File: src/rtl/lsu_ctrl.sv
// Load/store initiator between execute and datamem.
// Word-crossing accesses are split into two memory cycles.
module lsu_ctrl #(
  parameter bit ALLOW_MISALIGNED = 1'b1
) (
  input  logic        clk,
  input  logic        rst,
  input  logic        req_valid,
  output logic        req_ready,
  input  logic        req_we,
  input  logic [2:0]  req_funct3,
  input  logic [31:0] req_addr,
  input  logic [31:0] req_wdata,
  output logic        resp_valid,
  output logic        resp_err,
  output logic [31:0] resp_rdata,
  output logic        mem_we,
  output logic [3:0]  mem_be,
  output logic [31:0] mem_a,
  output logic [31:0] mem_wd,
  input  logic [31:0] mem_rd
);

  typedef enum logic [1:0] {
    S_IDLE,
    S_ACC0,
    S_ACC1,
    S_RESP
  } state_t;

  state_t      r_state;
  logic        r_we;
  logic [2:0]  r_f3;
  logic [1:0]  r_off;
  logic [31:0] r_wdata;
  logic [31:0] r_lo;
  logic        r_rvalid;
  logic        r_rerr;
  logic [31:0] r_rdata;
  logic        r_mem_we;
  logic [3:0]  r_mem_be;
  logic [31:0] r_mem_a;
  logic [31:0] r_mem_wd;

  logic        w_idle;
  logic        w_we;
  logic [2:0]  w_f3;
  logic [1:0]  w_off;
  logic [31:0] w_wdata;
  logic [2:0]  w_size;
  logic [7:0]  w_base;
  logic [7:0]  w_mask;
  logic [63:0] w_wd64;
  logic        w_legal;
  logic        w_misal;
  logic        w_err;
  logic        w_cross;

  function automatic logic [31:0] f_load(
    input logic [2:0]  f3,
    input logic [1:0]  off,
    input logic [63:0] dw
  );
    logic [31:0] s;
    s = 32'(dw >> {off, 3'b000});
    unique case (f3)
      3'b000:  f_load = {{24{s[7]}}, s[7:0]};
      3'b001:  f_load = {{16{s[15]}}, s[15:0]};
      3'b100:  f_load = {24'b0, s[7:0]};
      3'b101:  f_load = {16'b0, s[15:0]};
      default: f_load = s;
    endcase
  endfunction

  // Decode from live request inputs while idle, from latched copy afterwards.
  always_comb begin
    w_idle  = (r_state == S_IDLE);
    w_we    = w_idle ? req_we : r_we;
    w_f3    = w_idle ? req_funct3 : r_f3;
    w_off   = w_idle ? req_addr[1:0] : r_off;
    w_wdata = w_idle ? req_wdata : r_wdata;
    w_size  = 3'd4;
    w_base  = 8'h0f;
    unique case (w_f3[1:0])
      2'b00: begin
        w_size = 3'd1;
        w_base = 8'h01;
      end
      2'b01: begin
        w_size = 3'd2;
        w_base = 8'h03;
      end
      default: begin
        w_size = 3'd4;
        w_base = 8'h0f;
      end
    endcase
    w_mask  = w_base << w_off;
    w_wd64  = {32'b0, w_wdata} << {w_off, 3'b000};
    w_legal = 1'b0;
    unique case (w_f3)
      3'b000, 3'b001, 3'b010: w_legal = 1'b1;
      3'b100, 3'b101:         w_legal = ~w_we;
      default:                w_legal = 1'b0;
    endcase
    w_misal = ((w_size == 3'd2) && w_off[0]) ||
              ((w_size == 3'd4) && (w_off != 2'b00));
    w_err   = ~w_legal || (!ALLOW_MISALIGNED && w_misal);
    w_cross = (({1'b0, w_off}) + w_size) > 3'd4;
  end

  always_ff @(posedge clk) begin
    if (rst) begin
      r_state  <= S_IDLE;
      r_we     <= 1'b0;
      r_f3     <= 3'b0;
      r_off    <= 2'b0;
      r_wdata  <= 32'b0;
      r_lo     <= 32'b0;
      r_rvalid <= 1'b0;
      r_rerr   <= 1'b0;
      r_rdata  <= 32'b0;
      r_mem_we <= 1'b0;
      r_mem_be <= 4'b0;
      r_mem_a  <= 32'b0;
      r_mem_wd <= 32'b0;
    end else begin
      r_rvalid <= 1'b0;
      r_rerr   <= 1'b0;
      r_rdata  <= 32'b0;
      r_mem_we <= 1'b0;
      r_mem_be <= 4'b0;
      r_mem_a  <= 32'b0;
      r_mem_wd <= 32'b0;
      unique case (r_state)
        S_IDLE: begin
          if (req_valid) begin
            r_we    <= req_we;
            r_f3    <= req_funct3;
            r_off   <= req_addr[1:0];
            r_wdata <= req_wdata;
            if (w_err) begin
              r_state  <= S_RESP;
              r_rvalid <= 1'b1;
              r_rerr   <= 1'b1;
            end else begin
              r_state  <= S_ACC0;
              r_mem_we <= req_we;
              r_mem_be <= w_mask[3:0];
              r_mem_a  <= {req_addr[31:2], 2'b00};
              r_mem_wd <= w_wd64[31:0];
            end
          end
        end
        S_ACC0: begin
          r_lo <= mem_rd;
          if (w_cross) begin
            r_state  <= S_ACC1;
            r_mem_we <= r_we;
            r_mem_be <= w_mask[7:4];
            r_mem_a  <= r_mem_a + 32'd4;
            r_mem_wd <= w_wd64[63:32];
          end else begin
            r_state  <= S_RESP;
            r_rvalid <= 1'b1;
            r_rdata  <= r_we ? 32'b0 :
                        f_load(r_f3, r_off, {32'b0, mem_rd});
          end
        end
        S_ACC1: begin
          r_state  <= S_RESP;
          r_rvalid <= 1'b1;
          r_rdata  <= r_we ? 32'b0 :
                      f_load(r_f3, r_off, {mem_rd, r_lo});
        end
        default: r_state <= S_IDLE;
      endcase
    end
  end

  // Reset must suppress the write of an access cycle it interrupts.
  assign mem_we     = r_mem_we & ~rst;
  assign mem_be     = r_mem_be;
  assign mem_a      = r_mem_a;
  assign mem_wd     = r_mem_wd;
  assign req_ready  = w_idle;
  assign resp_valid = r_rvalid;
  assign resp_err   = r_rerr;
  assign resp_rdata = r_rdata;

endmodule
File: config.mk
export PLATFORM = sky130hd
export DESIGN_NAME = lsu_ctrl
export DESIGN_NICKNAME = d
export VERILOG_FILES = /design/src/rtl/lsu_ctrl.sv
export SDC_FILE = /design/constraint.sdc
export NUM_CORES = 1
export LEC_CHECK = 0
export BUFFER_PORTS_ARGS = -buffer_cell sky130_fd_sc_hd__buf_2
export CORE_UTILIZATION = 54
export CTS_CLUSTER_SIZE = 12
export DETAILED_ROUTE_END_ITERATION = 8
export PLACE_DENSITY = 0.8
export SLEW_MARGIN = 15
export SYNTH_ARGS = -nofsm -noshare
export SYNTH_HDL_FRONTEND = slang
export SYNTH_SLANG_ARGS = --single-unit
File: constraint.sdc
create_clock -name clk -period 4 [get_ports clk]
set_clock_uncertainty 0.05 [all_clocks]
set_input_delay 0.4 -clock clk [delete_from_list [all_inputs] [get_ports clk]]
set_output_delay 0.4 -clock clk [all_outputs]
set_load 0.02 [all_outputs]
# [Word-level counts from Yosys, hierarchy flattened]
# Index checks and enable logic that the tools add are counted.
# W data, S select, Z words.
[totals] input_bits=103 output_inout_bits=104 word_cells=80 reg_bits=175
[classes] muxes=37 bitwise=4 magnitude_cmp=1 n_reduce_logical=8 shifts=4 n_eq_ne=11 n_addsub=2
[ops] op="$mux W32" count=10
[ops] op="$pmux W32 S4" count=2
[ops] op="$pmux W32 S2" count=3
[ops] op="$shl A32 B5 Y64" count=1
[ops] op="$shr A64 B5 Y32" count=1
[ops] op="$add A32 B3 Y32 const B" count=1
[ops] op="$shr A32 B5 Y32" count=1
[ops] op="$pmux W4 S2" count=2
[ops] op="$eq A3 B3 Y1 const B" count=4
[ops] op="$mux W4" count=3
[ops] op="$mux W1" count=8
[ops] op="$shl A8 B2 Y8" count=1
[ops] op="$eq A3 B1 Y1 const B" count=2
[ops] op="$logic_not A3 Y1" count=2
[ops] op="$mux W2" count=3
[ops] op="$pmux W2 S3" count=1
[ops] op="$pmux W3 S2" count=1
[ops] op="$eq A2 B1 Y1 const B" count=2
[ops] op="$logic_not A2 Y1" count=2
[ops] op="$pmux W1 S2" count=2
[ops] op="$reduce_or A2 Y1" count=2
[ops] op="$add A2 B3 Y3" count=1
[ops] op="$eq A3 B2 Y1 const B" count=1
[ops] op="$gt A3 B3 Y1 const B" count=1
[ops] op="8 further kinds" count=10

# [Longest topological paths before layout]
# Gate-level depths: netlist (run 1).
[logic_depth] ltp_word=8 depth_mapped=16 depth_no_buf=12

# [Least setup slack after synthesis (run 1)]
# Ideal clock, no wire load.
[synth_path] path_type="register -> register" startpoint="register r_state[0]" endpoint="register r_mem_wd[6], in the netlist mem_wd[6]" period_less_slack_ps=3492 t_arrival_ps=3310 path_slack_ps=508 n_path_buf=4 setup_time_ps=132 path_stages_with_launch=17 t_required_ps=3818 cell_sequence="dfxtp_1 -> inv_1 -> ha_1 -> buf_6 -> buf_2 -> mux2_2 -> nor2_1 -> ha_1 -> inv_1 -> fa_1 -> a21boi_0 -> mux2_4 -> and3_1 -> buf_4 -> buf_4 -> a22oi_1 -> a21oi_1"
[synth_between] elab_chain_len=8 word_cells_on_any_way=25 classes_between="add/sub: 1; order compare: 1; eq/ne: 6; shift: 1; mux: 10; bitwise: 1; reduce/logical: 5"
[synth_lines] element="start: declaration" line_no="31" rtl="state_t r_state;"
[synth_lines] element="start signal: assignment" line_no="114" rtl="r_state <= S_IDLE;"
[synth_lines] element="start signal: assignment" line_no="143" rtl="r_state <= S_RESP;"
[synth_lines] element="start signal: assignment" line_no="147" rtl="r_state <= S_ACC0;"
[synth_lines] element="$logic_not A2 Y1 (*)" line_no="77" rtl="w_idle = (r_state == S_IDLE);"
[synth_lines] element="via req_ready" line_no="9" rtl="output logic req_ready,"
[synth_lines] element="$mux W3" line_no="79" rtl="w_f3 = w_idle ? req_funct3 : r_f3;"
[synth_lines] element="$eq A2 B1 Y1, or another cell as far along" line_no="84" rtl="unique case (w_f3[1:0])"
[synth_lines] element="$pmux W3 S2, or another cell as far along" line_no="84"
[synth_lines] element="$add A2 B3 Y3 or $pmux W1 S2 (tied branches)" line_no="109, 101"
[synth_lines] element="$gt A3 B3 Y1 or $mux W32 (tied branches)" line_no="109, 142"
[synth_lines] element="$mux W32, on equally long branches" line_no="157, 137"
[synth_lines] element="$pmux W32 S2 (*)" line_no="135" rtl="unique case (r_state)"
[synth_lines] element="end signal: assignment" line_no="151" rtl="r_mem_wd <= w_wd64[31:0];"
[synth_lines] element="end signal: assignment" line_no="162" rtl="r_mem_wd <= w_wd64[63:32];"
[synth_lines] element="end: declaration" line_no="43" rtl="logic [31:0] r_mem_wd;"
# The timed path passes the listed nets; every way through them passes the cells marked *.
# A chain may end at the register's enable or synchronous reset.

# [Final worst setup path (run 1)]
[layout_path] startpoint="register r_state[0]" endpoint="register r_mem_wd[0], in the netlist mem_wd[0]"
[layout_between] elab_chain_len=8 word_cells_on_any_way=25 classes_between="add/sub: 1; order compare: 1; eq/ne: 6; shift: 1; mux: 10; bitwise: 1; reduce/logical: 5"
[layout_lines] element="$logic_not A2 Y1" line_no="77, 135"
[layout_lines] element="$mux W3" line_no="79"
[layout_lines] element="$eq A2 B1 Y1, or another cell as far along" line_no="84"
[layout_lines] element="$pmux W3 S2, or another cell as far along" line_no="84"
[layout_lines] element="$add A2 B3 Y3 or $pmux W1 S2 (tied branches)" line_no="109, 101"
[layout_lines] element="$gt A3 B3 Y1 or $mux W32 (tied branches)" line_no="109, 142"
[layout_lines] element="$mux W32, on equally long branches" line_no="157, 137"
[layout_lines] element="$pmux W32 S2 (*)" line_no="135"
# Every way passes the cells marked *; elsewhere a longest branch is shown, timed or not.

==> flow_metrics.tcl, run 1 <==
set metrics [dict create \
    routed_wl_um 26400 \
    place_ws_ns 0.166 \
    routedWlPerCell_um 18.0 \
    r2r_slack_ns 0.36 \
    cts.repair.resized 0 \
    clock_path_buffers 2 \
    placed_cells_incl_taps 1428 \
    setup_viol 0 \
    ir_drop_v 0.000534 \
    yosysTopAreaCell "dfxtp_1" \
    yosys.cell_types.count 54 \
    tightest_slew_ns 0.955 \
    hp-start "req_addr[8]" \
    die-height_um 132 \
    grt_max_degree 81 \
    port-buffer-count 204 \
    cp.arrival_ns 3.95 \
    synth_area_um2 9100 \
    grt_use_total_pct 29.8 \
    overflow 0 \
    root_buffer "clkbuf_16" \
    drc_errors 0 \
    synth.avg_cell_area_um2 8.50 \
    ys.flop_type "dfxtp_1" \
    required_ns 4.31 \
    gp_congestion 0.923 \
    critical_path_class "register to register" \
    drive_gt1_share_pct 25.3 \
    drt_iter0_drc 909 \
    holdPathEnd "mem_a[8]$_SDFF_PP0_" \
    dp_hpwl_um 17900 \
    reg2reg_depth 10 \
    maxSlewViolCount 0 \
    yosysTopAreaCellShare_pct 38.1 \
    maxCapViolCount 0 \
    area_delta_synth_final_pct 18.6 \
    crit_path_top_delay_cell "fa_1" \
    io_pins 207 \
    cts_setup_buffers 0 \
    grt_pass1_wl_um 41100 \
    fin_setup_tns_ns 0 \
    cts.clk_slew.worst_paths_ns 0.07 \
    cts.sink_count 173 \
    synth_edf_count 0 \
    fp.dieW_um 132 \
    r2r_end "mem_wd[0]$_SDFF_PP0_" \
    finalCriticalPeriod_ns 3.64 \
    end_kind "register" \
    cp_cell_sequence "inv_1 -> ha_2 -> mux2_2 -> clkinv_1 -> fa_1 -> a21boi_0 -> mux2_4 -> and3_2 -> a22oi_1 -> a21oi_1" \
    async_flop_share_pct 0 \
    antenna_found_initial 6 \
    cts_tree "yes" \
    clk_latency_ns 0.43 \
    synthCells 1070 \
    ant_nets 0 \
    core_um2 16500 \
    cts.htree.levels 4 \
    synth_seq_cells 173 \
    cpPeakStageDelay_ns 0.58 \
    fmaxAchievable_mhz 274 \
    ys_warn_count 0 \
    ys_seq_area_share_pct 38.1 \
    start_kind "register" \
    hold_depth 3 \
    regArea_um2 3470 \
    cts_hold_buf 0 \
    worstPathMaxFanout 26 \
    rsz0062_at_grt "false" \
    p_total_mw 6.79 \
    start_util_pct 55.1 \
    die_area_um2 17400 \
    layout.nets 1338 \
    numCtsBuffers 17 \
    vias 8698 \
    final_cells 1466 \
    finalCritPeriodShare_pct 91.1 \
    grt_pass1_vias 7802 \
    worst_slack_ns 0.356 \
    status "finished clean" \
    hold_viol_final 0 \
    min_path_type "primary input to register" \
    p_leak_nw 4.29 \
    vias_per_cell 5.93 \
    synth.area.top_cells "dfxtp_1 38%, mux2i_1 8.4%, nand2_1 7.5%" \
    fp-row-count 47 \
    drt_first_pass_iters 7 \
    power.density_nw_per_um2 629 \
    fillCellCount 1377 \
    relSlewSlack_pct 36.3 \
    r2r_start "r_state[0]$_SDFFE_PP0P_" \
    multi_input_comb_area_um2 5220 \
]
==> critical path, delay by kind of cell (launching register included) <==
kind / cells / cell delay [ns]
multiplexers: 2 / 0.70
buffers and inverters: 2 / 0.44
flip-flops: 1 / 0.38
AO/OA/AOI/OAI: 3 / 0.62
AND/OR/NAND/NOR: 1 / 0.51
adder cells (fa/ha/maj): 2 / 0.86
==> worst max-delay path by stage <==
stage                     cells after the start               endpoint                     from  slack (ns)
after floorplan                              16   mem_wd[6]$_SDFF_PP0_  r_state[0]$_SDFFE_PP0P_        0.51
after global placement                       10   mem_wd[6]$_SDFF_PP0_  r_state[0]$_SDFFE_PP0P_        0.31
after detailed placement                     10  mem_wd[11]$_SDFF_PP0_  r_state[0]$_SDFFE_PP0P_        0.17
after CTS                                    10   mem_wd[0]$_SDFF_PP0_  r_state[0]$_SDFFE_PP0P_        0.11
after global routing                         10   mem_wd[0]$_SDFF_PP0_  r_state[0]$_SDFFE_PP0P_        0.11
final                                        10   mem_wd[0]$_SDFF_PP0_  r_state[0]$_SDFFE_PP0P_        0.36
==> kinds of logic (layout without fill, tap and decap cells) <==
| group | after synthesis | after routing | synth area share (%) |
|---|---|---|---|
| compound gates | 269 | 269 | 18.1 |
| other cells | 1 | 9 | 0.0412 |
| flops | 173 | 173 | 38.1 |
| buf+inv | 93 | 261 | 4.68 |
| mux | 121 | 121 | 17.0 |
| simple gates | 376 | 376 | 18.2 |
| fa+ha+maj | 8 | 8 | 1.18 |
| xor+xnor | 29 | 29 | 2.79 |
==> through the flow <==
step / hold slack, ns / utilization, % / cell area, µm²
finish: 0.110 / 65.3 / 10800
global route: 0.119 / 65.3 / 10800
floorplan: 0.384 / - / 9100
global placement: 0.390 / 61.4 / 10100
detailed placement: 0.395 / 61.4 / 10100
CTS: 0.110 / 65.2 / 10800
==> synthesized netlist by cell type, types with 12 or more instances <==
master	count
nor2b_1	26
nand2_1	183
clkbuf_1	44
dfxtp_1	173
a21oi_1	94
a31oi_1	17
nand4_1	12
a211oi_1	31
nand3_1	21
o21ai_0	47
nor2_1	94
mux2i_1	76
mux2_2	19
a22oi_1	26
mux4_2	24
xor2_1	21
o211ai_1	16
buf_2	22
==> power breakdown <==
part,total (mW),internal (mW),switching [mW]
clock network,1.76,1.04,0.718
logic,2.85,1.04,1.81
registers,2.18,1.99,0.198
total,6.79,4.06,2.73
==> cell usage in the layout, fill, tap and decap left out, types with 3 or more instances in the layout <==
cell,count
a211oi_1,31
a21o_1,8
a21oi_1,94
a22oi_1,26
a31oi_1,17
and2_1,3
and3_1,7
buf_2,204
buf_4,17
bufinv_16,3
clkbuf_16,18
clkinvlp_4,4
dfxtp_1,171
diode_2,7
ha_1,5
inv_1,7
mux2_2,19
mux2i_1,76
mux4_2,24
nand2_1,183
nand2b_1,7
nand3_1,21
nand4_1,12
nor2_1,93
nor2b_1,26
nor3_1,8
o211ai_1,16
o21ai_0,47
o21ai_1,10
o22a_1,8
or2_2,4
xnor2_1,8
xor2_1,21
==> sequential cells by signal (all words and copies together), names as in the netlist <==
name,count
mem_wd,32
r_lo,32
r_wdata,32
resp_rdata,32
mem_a,30
mem_be,4
r_f3,3
r_off,2
r_state,2
r_mem_we,1
r_we,1
resp_err,1
resp_valid,1
==> metal layers <==
metal | GRT usage [%] | part of all wire (%) | vias to the layer above
met4 | 10.7 | 1.6 | 0
met2 | 46.3 | 46 | 459
met3 | 7.27 | 9.6 | 32
met5 | 0 | 0 | -
li1 | - | - | 4125
met1 | 40.4 | 43 | 4082
==> final cells by class <==
cell class,instances,share of cell area (%)
clock inverter,12,1.48
clock buffer,19,4.30
antenna,7,0.162
multi-input combinational,805,48.4
timing repair buffer,221,10.6
tap,220,2.55
sequential,173,32.1
inverter,9,0.313
(Power assumes the default switching activity.)
==> run 2, diff against run 1 <==
--- a/config.mk
+++ b/config.mk
@@ -7,6 +7,7 @@
 export LEC_CHECK = 0
 export BUFFER_PORTS_ARGS = -buffer_cell sky130_fd_sc_hd__buf_2
 export CORE_UTILIZATION = 54
+export CTS_BUF_LIST = sky130_fd_sc_hd__clkbuf_2 sky130_fd_sc_hd__clkbuf_4 sky130_fd_sc_hd__clkbuf_8
 export CTS_CLUSTER_SIZE = 12
 export DETAILED_ROUTE_END_ITERATION = 8
 export PLACE_DENSITY = 0.8
==> flow_metrics.tcl, run 2 (synthesized netlist as in run 1, its figures left out) <==
set metrics [dict create \
    core_um2 16500 \
    fin_setup_tns_ns 0 \
    dp_hpwl_um 17900 \
    fp-row-count 47 \
    p_leak_nw 4.20 \
    cts.htree.levels 4 \
    finalCriticalPeriod_ns 3.70 \
    grt_pass1_wl_um 40600 \
    die_area_um2 17400 \
    routedWlPerCell_um 17.6 \
    relSlewSlack_pct 37.6 \
    setup_viol 0 \
    io_pins 207 \
    root_buffer "clkbuf_8" \
    worst_slack_ns 0.303 \
    overflow 0 \
    cts_hold_buf 0 \
    ant_nets 0 \
    area_delta_synth_final_pct 16.5 \
    grtUsageMet3_pct 6.07 \
    fp.dieW_um 132 \
    drive_gt1_share_pct 25.3 \
    top_usage_layer "met2" \
    start_kind "register" \
    cts.clk_slew.worst_paths_ns 0.10 \
    grt_use_met1_pct 40.8 \
    grt_use_total_pct 29.3 \
    hold_viol_final 0 \
    drc_errors 0 \
    mostFrequentLayoutCell "buf_2" \
    placed_cells_incl_taps 1428 \
    cts.sink_count 173 \
    maxSlewViolCount 0 \
    start_util_pct 55.1 \
    drt_first_pass_iters 5 \
    final_cells 1464 \
    vias_per_cell 5.88 \
    clock_path_buffers 2 \
    p_total_mw 6.37 \
    finalCritPeriodShare_pct 92.4 \
    status "finished clean" \
    end_kind "register" \
    cts_tree "yes" \
    numCtsBuffers 17 \
    port-buffer-count 204 \
    grt_pass1_vias 7703 \
    most-common-layout-cells "204 x buf_2, 183 x nand2_1, 171 x dfxtp_1" \
    met2_usage_pct 45.1 \
    place_ws_ns 0.166 \
    fmaxAchievable_mhz 271 \
    power.density_nw_per_um2 601 \
    vias 8604 \
    required_ns 4.35 \
    critical_path_class "register to register" \
    layout.nets 1338 \
    clk_latency_ns 0.47 \
    cp.arrival_ns 4.04 \
    post-route-util_pct 64.1 \
    rsz0062_at_grt "false" \
    tightest_slew_ns 0.936 \
    routed_wl_um 25700 \
    maxCapViolCount 0 \
    min_path_type "primary input to register" \
    antenna_found_initial 4 \
    ir_drop_v 0.000341 \
    drt_iter0_drc 822 \
    gp_congestion 0.923 \
    die-height_um 132 \
    worstPathMaxFanout 16 \
    grt_max_degree 81 \
]
==> run 2: power breakdown <==
| group | internal, mW | switching, mW | total, mW | leakage, nW |
|---|---|---|---|---|
| sequential | 1.98 | 0.195 | 2.18 | 1.41 |
| combinational | 1.04 | 1.80 | 2.83 | 2.59 |
| clock | 0.697 | 0.661 | 1.36 | 0.208 |
==> run 2: cell type report <==
type,instances,area (µm²)
fillers,1408,5930
multi-input cells,805,5220
flip-flops and latches,173,3470
repair buffers,221,1150
well taps,220,275
clock buffers,18,248
clock inverters,13,190
inverters,9,33.8
diodes,5,12.5
==> run 2: metal layers <==
metal / vias up / routed length (µm)
met5: - / 0
met4: 0 / 451
met3: 36 / 2210
met2: 419 / 11700
met1: 4043 / 11400
li1: 4106 / -
==> run 2: repair_timing <==
| item | CTS | global route |
|---|---|---|
| resized for setup | 0 | 1 |
| endpoints found under the setup margin | 0 | 26 |
| buffers inserted | 0 | 0 |
==> run 2: stage by stage <==
stage               area [µm²]  hold WS (ns)
finish                   10600        0.0786
global route             10600        0.0773
CTS                      10600        0.0633
detailed placement       10100         0.395
global placement         10100         0.390
floorplan                 9100         0.384
==> run 2: path summary, 6_finish.rpt <==
check                           start                   endpoint  slack [ns]  depth (start not counted)
max           r_state[0]$_SDFFE_PP0P_  resp_rdata[19]$_SDFF_PP0_        0.30                         11
max reg2reg   r_state[0]$_SDFFE_PP0P_  resp_rdata[19]$_SDFF_PP0_        0.30                         11
min reg2reg  r_wdata[24]$_SDFFE_PP0P_   r_wdata[24]$_SDFFE_PP0P_        0.41                          2
min                       req_addr[8]        mem_a[8]$_SDFF_PP0_        0.08                          3
==> run 2: worst max-delay path, cell delays in order, from the launching register on <==
cell	delay, ns
dfxtp_1	0.39
inv_1	0.09
ha_2	0.28
mux2_2	0.43
clkinv_1	0.36
fa_1	0.65
a21boi_0	0.13
mux2_4	0.34
nor4_4	0.27
buf_4	0.27
o21ai_0	0.15
a31oi_1	0.18
